File: config.mk
export PLATFORM = sky130hd
export DESIGN_NAME = pipeline_sequencer
export DESIGN_NICKNAME = d
export VERILOG_FILES = /design/src/rtl/pipeline_sequencer.sv
export SDC_FILE = /design/constraint.sdc
export NUM_CORES = 1
export LEC_CHECK = 0
export BUFFER_PORTS_ARGS = -buffer_cell sky130_fd_sc_hd__buf_2
export CORE_MARGIN = 4
export CORE_UTILIZATION = 43
export CTS_CLUSTER_SIZE = 20
export DETAILED_ROUTE_END_ITERATION = 10
export PLACE_DENSITY = 0.71
export SLEW_MARGIN = 20
export SYNTH_ARGS = -nofsm -noshare
export SYNTH_HDL_FRONTEND = slang
export SYNTH_SLANG_ARGS = --single-unit
File: constraint.sdc
create_clock -name clk -period 2.1 [get_ports clk]
set_clock_uncertainty 0.1 [all_clocks]
set_input_delay 0.105 -clock clk [delete_from_list [all_inputs] [get_ports clk]]
set_output_delay 0.105 -clock clk [all_outputs]
set_load 0.01 [all_outputs]
File: src/rtl/pipeline_sequencer.sv
// Run/stall/flush sequencer for the 5-stage pipeline: resolves load-use, branch,
// jump and data-memory-wait hazards, with run/halt/step control, drain and timeout.
module pipeline_sequencer #(
  parameter int MEM_TIMEOUT  = 16,
  parameter int DRAIN_CYCLES = 3,
  parameter int CNT_W        = 16
) (
  input  logic             clk,
  input  logic             rst_n,
  input  logic             run,
  input  logic             step,
  input  logic             halt_req,
  input  logic [4:0]       id_rs,
  input  logic [4:0]       id_rt,
  input  logic             id_uses_rt,
  input  logic             id_jump,
  input  logic             ex_memread,
  input  logic [4:0]       ex_rt,
  input  logic             ex_branch_taken,
  input  logic             mem_access,
  input  logic             mem_ack,
  output logic             pc_write,
  output logic             ifid_write,
  output logic             ifid_flush,
  output logic             idex_flush,
  output logic             ctrl_enable,
  output logic             pipe_hold,
  output logic [1:0]       state,
  output logic             mem_error,
  output logic [CNT_W-1:0] stall_count
);

  typedef enum logic [1:0] {
    IDLE    = 2'b00,
    RUN     = 2'b01,
    MEMWAIT = 2'b10,
    DRAIN   = 2'b11
  } state_t;

  localparam int WW = $clog2(MEM_TIMEOUT + 1);
  localparam int DW = $clog2(DRAIN_CYCLES + 1);
  localparam logic [WW-1:0] WAIT_LAST  = WW'(MEM_TIMEOUT - 1);
  localparam logic [DW-1:0] DRAIN_INIT = DW'(DRAIN_CYCLES);

  state_t        cur;
  state_t        ret_state;
  logic [DW-1:0] drain_cnt;
  logic [WW-1:0] wait_cnt;
  logic          halt_pend;

  logic freeze;
  logic load_use;
  logic advance;
  logic stall_inc;

  assign freeze   = mem_access & ~mem_ack;
  assign load_use = ex_memread & (ex_rt != 5'd0) &
                    ((ex_rt == id_rs) | (id_uses_rt & (ex_rt == id_rt)));
  // The ack cycle of a memory wait behaves like an ordinary advance.
  assign advance  = (cur == RUN) |
                    ((cur == IDLE) & ~mem_error & ~run & step) |
                    ((cur == MEMWAIT) & mem_ack);
  // A branch flushes ID, so a coincident load-use bubble is not a stall.
  assign stall_inc = advance & (freeze | (~ex_branch_taken & load_use));
  assign state     = cur;

  always_comb begin
    // NOTE: every output gets a default first so no path leaves a latch behind.
    pc_write    = 1'b0;
    ifid_write  = 1'b0;
    ifid_flush  = 1'b0;
    idex_flush  = 1'b0;
    ctrl_enable = 1'b0;
    pipe_hold   = 1'b1;
    if (advance) begin
      if (freeze) begin
        ctrl_enable = 1'b1;
      end else if (ex_branch_taken) begin
        pc_write    = 1'b1;
        ifid_write  = 1'b1;
        ifid_flush  = 1'b1;
        idex_flush  = 1'b1;
        ctrl_enable = 1'b1;
        pipe_hold   = 1'b0;
      end else if (load_use) begin
        pipe_hold   = 1'b0;
      end else begin
        pc_write    = 1'b1;
        ifid_write  = 1'b1;
        ifid_flush  = id_jump;
        ctrl_enable = 1'b1;
        pipe_hold   = 1'b0;
      end
    end else if (cur == MEMWAIT) begin
      ctrl_enable = 1'b1;
    end else if (cur == DRAIN && !freeze) begin
      ifid_write  = 1'b1;
      ifid_flush  = 1'b1;
      pipe_hold   = 1'b0;
    end
    if (!rst_n) begin
      pc_write    = 1'b0;
      ifid_write  = 1'b0;
      ifid_flush  = 1'b0;
      idex_flush  = 1'b0;
      ctrl_enable = 1'b0;
      pipe_hold   = 1'b1;
    end
  end

  // NOTE: sequential state uses non-blocking assignments only.
  always_ff @(posedge clk or negedge rst_n) begin
    if (!rst_n) begin
      cur         <= IDLE;
      ret_state   <= IDLE;
      drain_cnt   <= '0;
      wait_cnt    <= '0;
      halt_pend   <= 1'b0;
      mem_error   <= 1'b0;
      stall_count <= '0;
    end else begin
      if (stall_inc && stall_count != '1)
        stall_count <= stall_count + CNT_W'(1);
      unique case (cur)
        IDLE: begin
          if (!mem_error) begin
            if (run) begin
              cur <= RUN;
            end else if (step && freeze) begin
              cur       <= MEMWAIT;
              ret_state <= IDLE;
              wait_cnt  <= WW'(1);
            end
          end
        end
        RUN: begin
          if (freeze) begin
            cur       <= MEMWAIT;
            ret_state <= RUN;
            wait_cnt  <= WW'(1);
            if (halt_req) halt_pend <= 1'b1;
          end else if (halt_req || halt_pend) begin
            cur       <= DRAIN;
            drain_cnt <= DRAIN_INIT;
            halt_pend <= 1'b0;
          end
        end
        MEMWAIT: begin
          if (halt_req && ret_state == RUN) halt_pend <= 1'b1;
          if (mem_ack) begin
            cur      <= ret_state;
            wait_cnt <= '0;
          end else if (wait_cnt >= WAIT_LAST) begin
            cur       <= IDLE;
            mem_error <= 1'b1;
            wait_cnt  <= '0;
            halt_pend <= 1'b0;
          end else begin
            wait_cnt <= wait_cnt + WW'(1);
          end
        end
        DRAIN: begin
          // A pending memory access pauses the drain in place.
          if (!freeze) begin
            if (drain_cnt <= DW'(1)) begin
              cur       <= IDLE;
              drain_cnt <= '0;
            end else begin
              drain_cnt <= drain_cnt - DW'(1);
            end
          end
        end
        default: cur <= IDLE;
      endcase
    end
  end

endmodule

==> summary.txt <==
Timing
  – Final worst setup slack: -90.0 ps
  – Slew Viols, Final: 0
  – Final critical-path share of the clock period: 1.04
  – Slew HR: 0.677
  – Fin crit period: 2190 ps
  – Least-Margin Pin Slew: 477 ps
  – # setup viols final: 12
  – Fmax: 457 MHz
  – Final Hold Fails: 0
  – RSZ-0062 raised after global routing: yes

Pwr
  – Internal: 1.37 mW
  – Leakage: 1.16 nW
  – Clock network fraction of design power: 0.151
  – Switching share of power: 0.373
  – Combinational power share: 0.490
  – VDD IR-drop max: 0.671 mV
  – Final Power: 2.19 mW
  – Pwr Density: 925 nW/um^2
  – Reg power frac: 0.359
  – Psw: 0.818 mW

Synthesis
  – Synthesized Nets: 206
  – Library cells used by synthesis: 44
  – Number of synthesized flops with an enable pin: 0
  – Yosys reg bits: 28
  – Area leader, netlist: dfrtp_1
  – Area of the mapped netlist: 1730 um^2
  – Ys async rst share: 1.00
  – Top cells by instance count after synthesis: 28 x dfrtp_1, 16 x nand2_1, 14 x xnor2_1
  – Cells after synthesis: 177
  – Post-synth top area share: 0.406
  – Avg Inst Size Synth: 9.75 um^2
  – Primary FF master, synth: dfrtp_1
  – Sequential-to-total area share from yosys stat: 0.406
  – Most instantiated library cell after synthesis: dfrtp_1
  – Yosys warnings: 0
  – Dominant cells by area after synthesis: dfrtp_1 41%, xnor2_1 7.1%, xor2_1 4.6%, and3_1 4.0%, nand3_2 3.5%

Floorplan
  – # IOs: 51
  – Die ar.: 5090 um^2
  – Die width: 71.3 um
  – Initial core utilization: 0.458
  – Die Y: 71.3 um
  – Core area: 3770 um^2
  – Row cnt: 22

Outcome
  – Status: finished with violations
  – Failing checks: setup timing

Clock tree
  – CTS tree: built
  – Worst-skew pair later-pin latency: 270 ps
  – Clock buffer depth: 2
  – Clock transition at path regs: 90 ps
  – Root Buffer: clkbuf_8
  – Clock sinks: 28
  – H-tree depth: 1
  – CTS Buf Count: 3

Worst setup path
  – Reg2reg start: mem_error
  – Crit Path Class: reg -> out
  – Reg2reg path depth: 8
  – Arr. time, crit path: 1990 ps
  – R2r endpoint: stall_count[12]
  – Crit end category: output pin
  – Slowest-stage cell, CP: or3b_4
  – Reg2Reg Setup Slack: -80 ps
  – Critical path peak fanout: 8
  – CP Buf/Inv Count: 2
  – Required @ worst endpoint: 1890 ps
  – Critical-path cell list: or3b_4 -> a22o_4 -> buf_6 -> o21ai_2 -> nand2_1 -> nor2_2 -> o31a_1 -> buf_2
  – Worst setup SP type: register
  – CP peak stage delay: 410 ps
  – Delay-heaviest family, CP: simple AND/OR/NAND/NOR gates

Place
  – DP Area: 2130 um^2
  – HPWL after detailed placement: 3260 um
  – Port buffer count: 50
  – Gp weighted congestion: 0.928

Route
  – DRC errors left: 0
  – WL final: 4220 um
  – Number of DRC markers in iteration 0: 112
  – Vias/cell: 5.39
  – DR WL/cell: 14.2 um
  – Post-DRT Antenna Nets: 0
  – DR vias: 1600
  – Drt first pass iters: 4

Worst hold path
  – Hold path endpoint: state[0]
  – Worst Hold Class: in -> reg
  – Hold_sp: halt_req
  – Worst hold path cell count: 4

Global routing
  – First-pass GRT wire length: 7020 um
  – Largest net degree at the start of global routing: 19
  – Total gr overflow: 0
  – GRT Overall Usage: 0.171
  – Vias in the first global route: 1488
  – Antenna violations before repair: 0

Finish
  – Layout cell share with drive strength beyond 1: 0.422
  – Fill count: 310
  – Synth-to-layout area growth: 37.3%
  – FF+latch area: 701 um^2
  – Post-Layout Inst Area: 2370 um^2
  – Nets: 279
  – Diodes inserted: 0
  – Multi-input logic area: 1070 um^2

Job
  – Number of max-cap violations: 0
==> layout make-up <==
class                      count  area share
multi-input combinational    137       0.451
clock buffer                   4      0.0232
sequential                    28       0.296
inverter                       7      0.0111
tap                           48      0.0253
timing repair buffer          73       0.193
==> what timing repair did <==
item | in CTS | in global routing
resized for setup | 9 | 21
buffers inserted | 2 | 4
pin swaps | 6 | 7
setup endpoints to repair | 14 | 21
hold buffers | 1 | 0
hold endpoints to repair | 28 | 0
==> metrics by stage <==
step / std cells / worst slack, ps / setup TNS, ps / util / hold slack, ps
floorplan: 177 / -63.9 / -433 / - / -291
global placement: 286 / -18.4 / -34.1 / 0.564 / -86.2
detailed placement: 286 / -83.5 / -391 / 0.564 / -92.0
CTS: 293 / -122 / -689 / 0.594 / 59.6
global route: 297 / -187 / -1510 / 0.628 / 79.0
finish: 297 / -90.0 / -564 / 0.628 / 64.4
==> worst max path at each step <==
stage,from,endpoint,cells past startpoint
2_1_floorplan,mem_error,stall_count[12],7
3_3_place_gp,mem_error,stall_count[12],7
3_5_place_dp,mem_error,stall_count[12],7
4_1_cts,mem_error,ifid_flush,7
5_1_grt,mem_error,ifid_flush,8
6_report,mem_error,ifid_flush,8
==> cell families after synthesis <==
kind of cell,Yosys count,share of synthesized area
AO/OA/AOI/OAI,35,0.138
multiplexers,2,0.0123
XOR/XNOR,25,0.136
adder cells (fa/ha/maj),3,0.0218
flip-flops,28,0.406
buffers and inverters,12,0.0312
AND/OR/NAND/NOR,72,0.255
==> power by group through the flow <==
stage	logic, mW	registers (mW)	clock network, mW
2_1_floorplan	0.526	0.805	0
3_3_place_gp	0.908	0.783	0
3_5_place_dp	0.920	0.788	0
4_1_cts	0.976	0.779	0.338
5_1_grt	1.20	0.814	0.367
6_report	1.07	0.786	0.331
==> layer usage <==
metal,global-route usage,part of all wire,up-vias
met5,0,0,-
met4,0.0501,0.016,0
met3,0.0295,0.078,7
met2,0.282,0.48,59
met1,0.230,0.43,754
li1,-,-,780
==> worst register-to-register path, cell delays in order (launching register included) <==
cell     delay [ps]
dfrtp_1         390
or3b_4          410
a22o_4          260
or2_4           230
o22ai_4         120
buf_6           170
buf_6           140
nand4_4          90
xnor2_2         150
==> flip-flops by register name (all words and copies together), names as in the netlist <==
signal       count
stall_count     16
state            2
halt_pend        1
mem_error        1
wait_cnt         5
ret_state        1
drain_cnt        2
==> cells in the final DEF (no fill, tap or decap), drive strengths merged, types with 2 or more instances in the layout <==
| cell | synthesis | routed |
|---|---|---|
| nand4 | 7 | 7 |
| nor4 | 2 | 2 |
| o22ai | 4 | 4 |
| xnor2 | 16 | 16 |
| and3 | 11 | 11 |
| nand2 | 17 | 17 |
| inv | 7 | 7 |
| xor2 | 9 | 9 |
| buf | 2 | 72 |
| nor2b | 2 | 2 |
| ha | 3 | 3 |
| a21oi | 8 | 8 |
| nand3 | 9 | 9 |
| nor2 | 7 | 7 |
| dfrtp | 28 | 28 |
| o21ai | 12 | 12 |
| or2 | 2 | 2 |
| nor3 | 6 | 6 |
| nand2b | 6 | 6 |
| clkbuf | 3 | 4 |
Note: power is estimated with default switching activity, not from simulation.
